--- src/rtl/dmem_access_ctrl.sv ---
// dmem_access_ctrl: MEM-stage data-memory sequencer.
// Runs one req/ack transaction per EX/MEM load or store, freezes the upstream
// pipeline while it is in flight, and bubbles MEM_WB while stalled.
module dmem_access_ctrl #(
  parameter int ADDR_W  = 32,
  parameter int DATA_W  = 32,
  parameter int TIMEOUT = 255,
  parameter int TO_W    = 8
) (
  input  logic              clk,
  input  logic              rst_n,
  input  logic              mem_read_i,
  input  logic              mem_write_i,
  input  logic [ADDR_W-1:0] addr_i,
  input  logic [DATA_W-1:0] wdata_i,
  output logic              dmem_req_o,
  output logic              dmem_we_o,
  output logic [ADDR_W-1:0] dmem_addr_o,
  output logic [DATA_W-1:0] dmem_wdata_o,
  input  logic              dmem_ack_i,
  input  logic [DATA_W-1:0] dmem_rdata_i,
  output logic [DATA_W-1:0] readMem_o,
  output logic              stall_o,
  output logic              wb_kill_o,
  output logic              bus_err_o,
  output logic [15:0]       stall_cnt_o
);

  typedef enum logic [1:0] {
    IDLE   = 2'd0,
    ACCESS = 2'd1,
    DONE   = 2'd2,
    ERR    = 2'd3
  } state_t;

  state_t          state;
  state_t          state_nxt;
  logic [TO_W-1:0] to_cnt;
  logic            pending;
  logic            stall;
  logic            timeout_hit;

  assign pending     = mem_read_i | mem_write_i;
  assign timeout_hit = (to_cnt == TO_W'(TIMEOUT - 1));

  // Next-state and stall decode
  always_comb begin
    state_nxt = state;
    stall     = 1'b0;
    unique case (state)
      IDLE: begin
        if (pending) begin
          stall     = 1'b1;
          state_nxt = ACCESS;
        end
      end
      ACCESS: begin
        stall = 1'b1;
        // An ack arriving on the final timeout cycle still completes the access.
        if (dmem_ack_i)       state_nxt = DONE;
        else if (timeout_hit) state_nxt = ERR;
      end
      DONE:    state_nxt = IDLE;
      ERR:     stall     = 1'b1;
      default: state_nxt = IDLE;
    endcase
  end

  // IDLE stall is combinational on the EX/MEM inputs, so gate it with reset
  // to make the freeze drop the instant reset asserts.
  assign stall_o    = stall & rst_n;
  assign wb_kill_o  = stall_o;
  assign dmem_req_o = (state == ACCESS);
  assign bus_err_o  = (state == ERR);

  // State, request latches, load data and timeout counter
  always_ff @(posedge clk or negedge rst_n) begin
    if (!rst_n) begin
      state        <= IDLE;
      to_cnt       <= '0;
      dmem_we_o    <= 1'b0;
      dmem_addr_o  <= '0;
      dmem_wdata_o <= '0;
      readMem_o    <= '0;
    end else begin
      state <= state_nxt;
      if (state == IDLE && pending) begin
        to_cnt       <= '0;
        dmem_we_o    <= mem_write_i;
        dmem_addr_o  <= addr_i;
        dmem_wdata_o <= wdata_i;
      end
      if (state == ACCESS) begin
        if (dmem_ack_i) begin
          if (!dmem_we_o) readMem_o <= dmem_rdata_i;
        end else begin
          to_cnt <= to_cnt + 1'b1;
        end
      end
    end
  end

  // Saturating stall-cycle counter
  always_ff @(posedge clk or negedge rst_n) begin
    if (!rst_n)                          stall_cnt_o <= '0;
    else if (stall && stall_cnt_o != '1) stall_cnt_o <= stall_cnt_o + 16'd1;
  end

endmodule

--- config.mk ---
export PLATFORM = sky130hd
export DESIGN_NAME = dmem_access_ctrl
export DESIGN_NICKNAME = d
export VERILOG_FILES = /design/src/rtl/dmem_access_ctrl.sv
export SDC_FILE = /design/constraint.sdc
export NUM_CORES = 1
export LEC_CHECK = 0
export CAP_MARGIN = 15
export CORE_ASPECT_RATIO = 1.5
export CORE_MARGIN = 1.5
export CORE_UTILIZATION = 42
export CTS_CLUSTER_SIZE = 20
export DETAILED_ROUTE_END_ITERATION = 10
export PLACE_DENSITY = 0.85
export SLEW_MARGIN = 25
export SYNTH_ARGS = -nofsm -noshare
export SYNTH_HDL_FRONTEND = slang
export SYNTH_SLANG_ARGS = --single-unit
--- constraint.sdc ---
create_clock -name clk -period 2.15 [get_ports clk]
set_input_delay 0.43 -clock clk [delete_from_list [all_inputs] [get_ports clk]]
set_output_delay 0.43 -clock clk [all_outputs]
set_load 0.02 [all_outputs]
# Word-level counts from Yosys, hierarchy flattened
# Index checks and enable logic that the tools add are counted.
# Widths: inputs -> output; s select.
[op_classes]
n_addsub = 2
eq_ne = 7
n_mux = 9
bitwise_logic = 3
reduce_logical = 7
[op_table]
columns = ["operator", "n"]
rows = [
  ["$mux 8", 3],
  ["$add 16x1->16 const B", 1],
  ["$ne 16x16->1 const B", 1],
  ["$add 8x1->8 const B", 1],
  ["$eq 8x8->1 const B", 1],
  ["$mux 2", 3],
  ["$pmux 2 s3", 1],
  ["$reduce_and 3->1", 2],
  ["$eq 2x2->1 const B", 2],
  ["$ne 3x1->1 const B", 1],
  ["$reduce_bool 3->1", 1],
  ["$eq 2x1->1 const B", 1],
  ["$logic_and 1x1->1", 2],
  ["$logic_not 2->1", 1],
  ["$ne 2x2->1 const B", 1],
  ["$pmux 1 s2", 1],
  ["$reduce_or 2->1", 1],
  ["$and 1x1->1", 1],
  ["$mux 1", 1],
  ["$not 1->1", 1],
  ["$or 1x1->1", 1],
]
[totals]
regBits = 123
input_bits = 101
out_inout_bits = 117
elab_cells = 35

# Depth between registers and ports, before layout
# Gate-level depths: netlist of run 1.
[logic_depth]
ltp_word = 5
depth_mapped = 7
mapped_depth_nobuf = 5

# Worst setup path after synthesis of run 1
# OpenSTA, ideal clock, no wires.
[synth_timing]
path_kind = "input to output"
start = "input mem_write_i"
end = "output wb_kill_o"
arrival_time_ns = 1.410
required_ns = 1.720
setup_slack_ns = 0.310
cell_stages = 4
n_path_buf = 1
cell_sequence = "o21ba_2 nor2_1 nor2b_1 buf_4"
[synth_via]
elab_chain_len = 4
[synth_lines]
columns = ["element", "line", "rtl"]
rows = [
  ["from (decl)", "13", "input logic mem_write_i,"],
  ["$or 1x1->1", "43", "assign pending = mem_read_i | mem_write_i;"],
  ["$mux 1", "52", "if (pending) begin"],
  ["$pmux 1 s2", "50", "unique case (state)"],
  ["$and 1x1->1", "71", "assign stall_o = stall & rst_n;"],
  ["to (decl)", "24", "output logic wb_kill_o,"],
]
# No other way between the ends.

# Worst setup path after layout of run 1
[layout_timing]
start = "register state[0]"
end = "output bus_err_o"
[layout_via]
elab_chain_len = 1
[layout_lines]
columns = ["element", "line", "rtl"]
rows = [
  ["from (decl)", "36", "state_t state;"],
  ["from (signal assigned)", "86", "state <= state_nxt;"],
  ["$eq 2x2->1", "74", "assign bus_err_o = (state == ERR);"],
  ["to (decl)", "25", "output logic bus_err_o,"],
]
# No other way between the ends.

==> results of run 1 <==
-- cell usage after synthesis, types with 2 or more instances --
cell / n
nand2_1: 202
dfrtp_1: 123
mux2_1: 27
xor2_1: 14
nand4_1: 9
nor2_1: 9
clkbuf_1: 8
nand3_1: 8
buf_2: 7
mux2_2: 6
nor3_1: 6
o21ai_0: 6
and3_1: 4
buf_4: 4
ha_1: 3
nor4_1: 3
a21oi_1: 2
inv_1: 2
mux2i_1: 2
nand2b_1: 2
nor2_2: 2
nor2b_1: 2
-- stage by stage --
stage	setup slack, ps	hold slack (ps)	util, %	cells	area, µm²
6_report	64.0	117	69.6	857	7980
4_1_cts	56.8	169	69.6	857	7980
5_1_grt	5.99	179	69.6	857	7980
3_3_place_gp	-156	457	64.1	826	7350
3_5_place_dp	-198	461	64.1	826	7350
2_1_floorplan	310	134	-	468	4950
-- worst paths after layout --
kind | from | to | slack (ps) | depth (start not counted)
hold reg to reg | dmem_wdata_o[28]$_DFFE_PN0P_ | dmem_wdata_o[28]$_DFFE_PN0P_ | 470 | 2
hold / removal | rst_n | readMem_o[19]$_DFFE_PN0P_ | 120 | 2
min in group clk | dmem_wdata_o[28]$_DFFE_PN0P_ | dmem_wdata_o[28]$_DFFE_PN0P_ | 470 | 2
setup reg to reg | stall_cnt_o[1]$_DFFE_PN0P_ | stall_cnt_o[1]$_DFFE_PN0P_ | 380 | 5
max in group asynchronous | rst_n | dmem_addr_o[21]$_DFFE_PN0P_ | 1520 | 2
setup / recovery | state[0]$_DFFE_PN0P_ | bus_err_o | 60 | 2
-- layout by cell type (no fill, tap or decap), types with 3 or more instances in the layout --
cell,instances
and3_1,4
buf_12,4
buf_4,7
bufinv_16,4
clkbuf_16,17
clkbuf_8,3
clkdlybuf4s50_1,213
clkinvlp_4,3
dfrtp_1,123
ha_1,3
mux2_1,27
mux2_2,6
nand2_1,202
nand3_1,8
nand4_1,9
nor2_1,9
nor3_1,6
nor4_1,3
o21ai_0,6
xor2_1,14
-- layer usage --
metal | global-route usage, % | part of all wire (%) | routed length (µm) | up-vias
met4 | 9.20 | 2.0 | 262 | 0
met2 | 38.4 | 52 | 6820 | 179
li1 | - | - | - | 1973
met3 | 6.99 | 7.6 | 997 | 24
met5 | 0 | 0 | 0 | -
met1 | 23.8 | 38 | 5050 | 1998
-- area by class of cell --
cell class,instances,area (µm²)
flip-flops and latches,123,3080
repair buffers,227,2290
clock buffers,21,470
multi-input cells,324,1780
well taps,150,188
clock inverters,10,165
fillers,853,3490
inverters,2,7.51
-- worst reg2reg max path, cell delays in order, from the launching register on --
cell and delay [ps]:
dfrtp_1 400, ha_1 230, nand3_1 160, nor4_4 470, nor2_2 100, mux2_4 310
-- flip-flops by register name (all words and copies together) (netlist names) --
name,count
readMem_o,32
to_cnt,8
dmem_we_o,1
dmem_wdata_o,32
stall_cnt_o,16
dmem_addr_o,32
state,2
-- cell families after synthesis --
group | after synthesis
simple gates | 255
flops | 123
mux | 36
buf+inv | 21
compound gates | 16
xor+xnor | 14
fa+ha+maj | 3
-- report_power, final --
group	leakage [nW]	switching (W)	internal (W)
clock network	0.301	0.00101	0.00203
registers	1.53	0.000650	0.00332
logic	1.87	0.00268	0.00251
==> results.md, run 1 <==
* Outcome: completed
* Root Driver: clkbuf_16
* Dominant combinational cell family by area after synthesis: simple AND/OR/NAND/NOR gates
* Area Overhead vs Synth at 61.3%
* Worst Setup Start Kind: flop
* DRC at 0
* Ys async rst share at 100%
* IO Pins at between 200 and 250
* Max Clk Rate at between 400 and 500 MHz
* First-pass GRT wire length at roughly 21 mm
* Htree depth at 4
* RSZ-0062 raised after global routing: no
* Initial antenna violation count at 0
* Total grt overflow at 0
* Synthesized-area fraction occupied by and/or/nand/nor cells at 22.1%
* Critical path type: flop to output port
* Top Family by Delay on Critical Path: buffers and inverters
* Synth Area in Adders at less than 1%
* Yosys top cell area share at roughly 62%
* Seq/Total Area, Yosys at 62.2%
* Via/cell ratio at 4.87
* Crit-path cells: and2_1 -> clkdlybuf4s50_1
* VDD IR-drop max at between 0.8 and 0.9 mV
* Synth Warn # at 0
* Routed Antenna Nets at 0
* Total track usage at a little over a fifth
* Max Slew Vio Count at 0
* Pwr Total at between 0.01 and 0.015 W
* Clock Path Buffers at 2
* Placer Congestion at 0.786
* Worst EP arrival at ~1700 ps
* Crit path buf inv count at 1
* Worst path slowest cell: clkdlybuf4s50_1
* Synth Instances at around 470
* Multiplexer share of the synthesized area at about 8%
* Final setup vio count at 0
* Skew-Pair Late Insertion Delay at 410 ps
* Xor and xnor area share after synthesis at between 2 and 2.5%
* Relative slew slack at 55.9%
* Number of synthesized register bits at ~120
* Mapped Area at between 4000 and 5000 µm²
* Hold-fix buffer count after cts at 0
* Chip width at just over 90 µm
* Wire per inst at 15.3 µm
* Postcts setup bufs at 0
* CTS sink cnt at 123
* Period utilization at between 90% and 100%
* Pin count of the biggest net entering global routing at ~120
* LEAKAGE at 3.70 nW
* Initial core utilization at between 40% and 50%
* Share of cells above drive strength 1 at 8.06%
* Synth top area cells: dfrtp_1 62%, nand2_1 15%, mux2_1 6.1%
* Worst Tran Pin Value at between 600 and 700 ps
* CP Data Required Time at between 1500 and 2000 ps
* Max_cap viols at 0
* CTS Buf Count at 17
* Ys flop type: dfrtp_1
* Crit-path max FO at 8
* Yosys cell types at 39
* Drt pass-1 iters at 4
* Number of port buffers at 217
* Tmin final at 2090 ps
* Max incr delay on CP at between 600 and 700 ps
* Reg clk slew, reported paths at roughly 60 ps
* Vias in the first global route at 4370
* Synth Net Count at about 570
* Clock skew at about 7.6 ps
* Final Hold Vio Count at 0
* CTS tree: done
* Die height at between 100 and 150 µm
* Area leader, netlist: dfrtp_1
* Die area at 12500 µm²
* Antenna diodes at 0
* Core Box Area at 11500 µm²
* Min-Delay Path Class: primary input to asynchronous set/reset pin
* Post-synthesis compound-gate area fraction at approximately 2.2%
* Row cnt at between 40 and 50
* Post_cts resized at 3
* Layout Nets at around 800
* Setup TNS at 0 ps
* Via count at 4174
* Starting DRT DRC Count at about 170
* Critical Path Sink Type: output port
* Pwr per Cell Area at between 1500 and 2000 nW/µm²
* Dpl hpwl at between 9 and 10 mm
* Post-synth EDFFs at 0
* Routed wire length at 13.1 mm
* Synthesized area per cell at about 11 µm²
Note: power is estimated with default switching activity, not from simulation.
==> run 2, diff against run 1 <==
CORE_MARGIN = default   (was 1.5)
SKIP_LAST_GASP = 1   (was default)
==> results.md, run 2 (synthesis gave the netlist of run 1 again) <==
* Outcome: completed
* Area of the multi-input gates at 1780 µm² (unchanged)
* Cell Count, Final, Fillers Out at 858 (+0.12%)
* Postcts setup bufs at 0 (unchanged)
* Pin count of the biggest net entering global routing at 124 (unchanged)
* Worst Reg-to-Reg Cells at 5 (unchanged)
* Routed Antenna Nets at 0 (unchanged)
* Crit path launch: state[0]$_DFFE_PN0P_
* Worst Setup Start Kind: flop
* Area Overhead vs Synth at 60.0%
* Core Box Area at 11500 µm² (unchanged)
* RSZ-0062 raised after global routing: no
* Drt pass-1 iters at 4 (unchanged)
* Met3 Resource Use GR at 7.49% (+0.50 points)
* Via/cell ratio at 4.91 (+0.86%)
* Total grt overflow at 0 (unchanged)
* Initial antenna violation count at 0 (unchanged)
* Final Hold Vio Count at 0 (unchanged)
* Met1 Usage GRT at 25.2% (+1.4 points)
* CP Data Required Time at 1720 ps (about the same)
* Htree depth at 4 (unchanged)
* Crit-path max FO at 8 (unchanged)
* Min-Delay Path Class: primary input to asynchronous set/reset pin
* Final setup vio count at 0 (unchanged)
* Initial core utilization at 43.2% (unchanged)
* Reg clk slew, reported paths at 50 ps (about the same)
* Period utilization at 95.7% (-1.4 points)
* Max Clk Rate at 486 MHz (+1.4%)
* FF+latch area at 3080 µm² (unchanged)
* Pre-CTS setup slack at -192 ps (+6.74 ps)
* Routed wire length at 13.0 mm (-0.72%)
* DRC at 0 (unchanged)
* Clock Path Buffers at 2 (unchanged)
* CTS sink cnt at 123 (unchanged)
* Die area at 12200 µm² (-1.8%)
* IO Pins at 218 (unchanged)
* Relative slew slack at 56.5% (+0.63 points)
* Row cnt at 48 (unchanged)
* CTS Buf Count at 17 (unchanged)
* Number of port buffers at 217 (unchanged)
* Max Slew Vio Count at 0 (unchanged)
* Met2 Track Usage GR at 39.3% (+0.92 points)
* First-pass GRT wire length at 21.5 mm (+2.5%)
* VDD IR-drop max at 0.830 mV (-1.2%)
* Most frequent cells in the layout: 213 x clkdlybuf4s50_1, 202 x nand2_1, 123 x dfrtp_1
* Top Usage Layer GRT: met2
* Max_cap viols at 0 (unchanged)
* Die height at 135 µm (-0.74%)
* Chip width at 90.6 µm (-1.1%)
* Placer Congestion at 0.802 (+2.0%)
* CTS tree: done
* Worst EP arrival at 1630 ps (-30 ps)
* Layout Nets at 799 (unchanged)
* Tmin final at 2060 ps (-29.4 ps)
* Share of cells above drive strength 1 at 8.33% (+0.27 points)
* Antenna diodes at 0 (unchanged)
* FF-to-FF End: stall_cnt_o[15]$_DFFE_PN0P_
* Root Driver: clkbuf_16
* Skew-Pair Late Insertion Delay at 400 ps (about the same)
* FF-to-FF setup slack at 390 ps (about the same)
* Starting DRT DRC Count at 137 (-21%)
* Commonest non-fill, non-tap cell in the layout: clkdlybuf4s50_1
* Clock skew at 5.86 ps (-1.72 ps)
* Critical Path End: bus_err_o
* Final setup margin at 93.4 ps (+29.4 ps)
* Vias in the first global route at 4425 (+1.3%)
* Via count at 4215 (+0.98%)
* Dpl hpwl at 9.30 mm (+0.32%)
* Critical Path Sink Type: output port
* Pwr per Cell Area at 1510 nW/µm² (-0.78%)
* Setup TNS at 0 ps (unchanged)
* Hold-fix buffer count after cts at 0 (unchanged)
* Total track usage at 22.3% (+0.63 points)
* Critical path type: flop to output port
* LEAKAGE at 3.68 nW (-0.39%)
* Post-Place Cells at 826 (unchanged)
* Largest regs: dmem_addr_o: 32 flops, dmem_wdata_o: 32 flops, readMem_o: 32 flops
* Reg2reg start: stall_cnt_o[0]$_DFFE_PN0P_
* Fill cells at 826 (-3.2%)
* Worst Tran Pin Value at 652 ps (-9.51 ps)
* Wire per inst at 15.2 µm (-0.84%)
[run 2: cell count changes in the layout (fill, tap and decap cells not counted), sizes merged]
| cell | before | now |
|---|---|---|
| clkinvlp | 3 | 2 |
| clkdlybuf4s15 | 2 | 0 |
| clkbuf | 21 | 22 |
| bufinv | 4 | 3 |
| clkinv | 3 | 7 |
[run 2: what timing repair did]
item                                    in CTS  in global routing
gates cloned                                 0                  0
endpoints found under the setup margin       3                  2
resized for setup                            3                  4
[run 2: metrics by stage]
stage | util, % | cell area [µm²] | hold WS, ps | power, W
2_1_floorplan | - | 4950 | 134 | 0.00650
3_3_place_gp | 64.0 | 7340 | 457 | 0.00900
3_5_place_dp | 64.0 | 7340 | 461 | 0.00923
4_1_cts | 69.1 | 7930 | 168 | 0.0121
5_1_grt | 69.0 | 7920 | 180 | 0.0127
6_report | 69.0 | 7920 | 129 | 0.0120
[run 2: worst min path at each step]
stage | from | end | slack (ps) | depth (start not counted)
after global placement | dmem_wdata_o[19]$_DFFE_PN0P_ | dmem_wdata_o[19]$_DFFE_PN0P_ | 460 | 2
after floorplan | rst_n | dmem_addr_o[0]$_DFFE_PN0P_ | 130 | 0
after global routing | rst_n | readMem_o[7]$_DFFE_PN0P_ | 180 | 2
after detailed placement | dmem_wdata_o[2]$_DFFE_PN0P_ | dmem_wdata_o[2]$_DFFE_PN0P_ | 460 | 2
final | rst_n | readMem_o[2]$_DFFE_PN0P_ | 130 | 2
after CTS | rst_n | readMem_o[7]$_DFFE_PN0P_ | 170 | 2
[run 2: layout make-up]
class                      instances  share of cell area [%]
sequential                       123                    38.9
timing repair buffer             227                    28.7
multi-input combinational        324                    22.5
clock buffer                      20                    5.64
tap                              150                    2.37
clock inverter                    12                    1.86
inverter                           2                  0.0948
[run 2: power breakdown]
group          switching, W  internal [W]  leakage (nW)  total, W
Sequential         0.000648       0.00332          1.53   0.00397
Combinational       0.00269       0.00249          1.86   0.00518
Clock               0.00101       0.00184         0.290   0.00285
Total               0.00434       0.00766          3.68    0.0120
[run 2: routing by layer]
layer,share of wire [%],wire length (µm),up-vias
li1,-,-,1974
met4,2.3,305,0
met3,7.5,979,24
met1,38,4970,2023
met5,0,0,-
met2,52,6780,194
[run 2: critical path, stage by stage (launching register included)]
cell and delay, ps:
dfrtp_1 470, and2_1 170, clkdlybuf4s50_1 590
==> run 3, diff against run 2 <==
GPL_TIMING_DRIVEN = 0   (was default)
==> results.md, run 3 (synthesis gave the netlist of run 1 again) <==
* CP Data Required Time at 1720 ps (about the same)
* Pin count of the biggest net entering global routing at 69 (-44%)
* Drt pass-1 iters at 4 (unchanged)
* Worst Setup Start Kind: flop
* Chip width at 90.6 µm (unchanged)
* Total track usage at 22.9% (+0.57 points)
* CTS sink cnt at 123 (unchanged)
* Max Slew Vio Count at 0 (unchanged)
* Reg2reg start: state[0]$_DFFE_PN0P_
* Skew-Pair Late Insertion Delay at 400 ps (about the same)
* Layout Nets at 810 (+1.4%)
* Setup TNS at 0 ps (unchanged)
* Crit path launch: state[0]$_DFFE_PN0P_
* CP Depth at 3 (+1)
* VDD IR-drop max at 0.836 mV (+0.76%)
* Max incr delay on CP at 600 ps (about the same)
* Starting DRT DRC Count at 134 (-2.2%)
* Min-Delay Path Class: primary input to asynchronous set/reset pin
* CTS Buf Count at 17 (unchanged)
* First-pass GRT wire length at 21.7 mm (+1.0%)
* Util after Layout at 69.2% (+0.12 points)
* Total grt overflow at 0 (unchanged)
* Wire per inst at 15.5 µm (+2.1%)
* Vias in the first global route at 4451 (+0.59%)
* Relative slew slack at 55.8% (-0.72 points)
* Internal power at 0.00755 W (-1.4%)
* Initial antenna violation count at 0 (unchanged)
* Initial core utilization at 43.2% (unchanged)
* Dpl hpwl at 9.94 mm (+6.9%)
* Clock Path Buffers at 2 (unchanged)
* Clock skew at 5.79 ps (-0.0648 ps)
* Final setup vio count at 0 (unchanged)
* Pwr per Cell Area at 1500 nW/µm² (-0.78%)
* Final Hold Vio Count at 0 (unchanged)
* Crit path buf inv count at 2 (+1)
* Largest regs: dmem_addr_o: 32 flops, dmem_wdata_o: 32 flops, readMem_o: 32 flops
* Hold-fix buffer count after cts at 0 (unchanged)
* Critical Path End: bus_err_o
* CTS tree: done
* Via/cell ratio at 4.86 (-1.1%)
* Critical path type: flop to output port
* FF-to-FF End: dmem_wdata_o[14]$_DFFE_PN0P_
* Root Driver: clkbuf_16
* IO Pins at 218 (unchanged)
* Htree depth at 4 (unchanged)
* Commonest non-fill, non-tap cell in the layout: clkdlybuf4s50_1
* Worst EP arrival at 1640 ps (about the same)
* Antenna diodes at 0 (unchanged)
* Switching part of the total at 36.7% (+0.49 points)
* LEAKAGE at 3.70 nW (+0.54%)
* Crit-path cells: buf_2 -> and2_1 -> clkdlybuf4s50_1
* Area Overhead vs Synth at 60.3%
* Period utilization at 96.4% (+0.77 points)
* Top Family by Delay on Critical Path: buffers and inverters
* Worst Reg-to-Reg Cells at 7 (+2)
* Die area at 12200 µm² (unchanged)
* Die height at 135 µm (unchanged)
* Outcome: completed
* Critical Path Sink Type: output port
* Crit-path max FO at 8 (unchanged)
* Max_cap viols at 0 (unchanged)
* DRC at 0 (unchanged)
* Logic pwr share at 44.0% (+0.8 points)
* Clk network pwr share at 22.9% (-0.9 points)
* RSZ-0062 raised after global routing: no
* Number of port buffers at 217 (unchanged)
* Fill cells at 839 (+1.6%)
* Most frequent cells in the layout: 211 x clkdlybuf4s50_1, 202 x nand2_1, 123 x dfrtp_1
* Routed wire length at 13.5 mm (+3.4%)
* Worst path slowest cell: clkdlybuf4s50_1
* Worst Tran Pin Value at 658 ps (+6.33 ps)
* Core Box Area at 11500 µm² (unchanged)
* Via count at 4222 (+0.17%)
* Routed Antenna Nets at 0 (unchanged)
* Max Clk Rate at 482 MHz (-0.80%)
* Net load switching power at 0.00437 W (+0.74%)
* Reg clk slew, reported paths at 60 ps (about the same)
* Share of cells above drive strength 1 at 8.34% (+0.012 points)
* FF-to-FF setup slack at 320 ps (-70 ps)
* Placer Congestion at 0.809 (+0.90%)
* Row cnt at 48 (unchanged)
* Tmin final at 2070 ps (+16.6 ps)
* Sequential Power Share at 33.2% (about the same)
==> run 3: how the worst min path moves through the flow <==
| stage | to | slack, ps | depth (start not counted) |
|---|---|---|---|
| global placement | dmem_addr_o[7]$_DFFE_PN0P_ | 460 | 2 |
| finish | readMem_o[6]$_DFFE_PN0P_ | 30 | 1 |
| global route | readMem_o[6]$_DFFE_PN0P_ | 60 | 1 |
| floorplan | dmem_addr_o[0]$_DFFE_PN0P_ | 130 | 0 |
| detailed placement | dmem_wdata_o[4]$_DFFE_PN0P_ | 460 | 2 |
| CTS | readMem_o[0]$_DFFE_PN0P_ | 40 | 1 |
==> run 3: per-layer routing <==
metal | wire (µm) | track usage, %
met1 | 5190 | 24.8
met2 | 7150 | 42.0
met3 | 800 | 5.57
met4 | 329 | 10.0
met5 | 0 | 0
==> run 3: layout make-up <==
type	instances	area (µm²)	share of cell area, %
Clock buffer	20	447	5.63
Sequential cell	123	3080	38.8
Buffer	19	95.1	1.20
Tap cell	150	188	2.37
Clock inverter	12	124	1.56
Inverter	2	7.51	0.0946
Multi-Input combinational cell	324	1780	22.5
Timing Repair Buffer	219	2210	27.9
==> run 3: through the flow <==
step,setup slack [ps],hold slack (ps),total power [W],cells,cell area [µm²]
CTS,-9.35,43.4,0.0120,869,7920
floorplan,310,134,0.00650,468,4950
finish,76.9,25.3,0.0119,869,7930
global placement,-4140,458,0.00900,835,7310
global route,2.69,61.2,0.0126,869,7930
detailed placement,-671,463,0.00923,836,7340
==> run 3: repair_timing <==
action | 4_1_cts | 5_1_grt
pin swaps | 1 | 0
buffers inserted | 1 | 0
hold endpoints to repair | 0 | 0
gates resized for setup | 7 | 3
endpoints found under the setup margin | 3 | 2
==> run 3: power by group through the flow <==
stage / clock, W / sequential [W] / combinational (W)
4_1_cts: 0.00279 / 0.00396 / 0.00530
5_1_grt: 0.00288 / 0.00408 / 0.00562
6_report: 0.00273 / 0.00396 / 0.00524
2_1_floorplan: 0 / 0.00506 / 0.00144
3_3_place_gp: 0 / 0.00390 / 0.00510
3_5_place_dp: 0 / 0.00398 / 0.00525
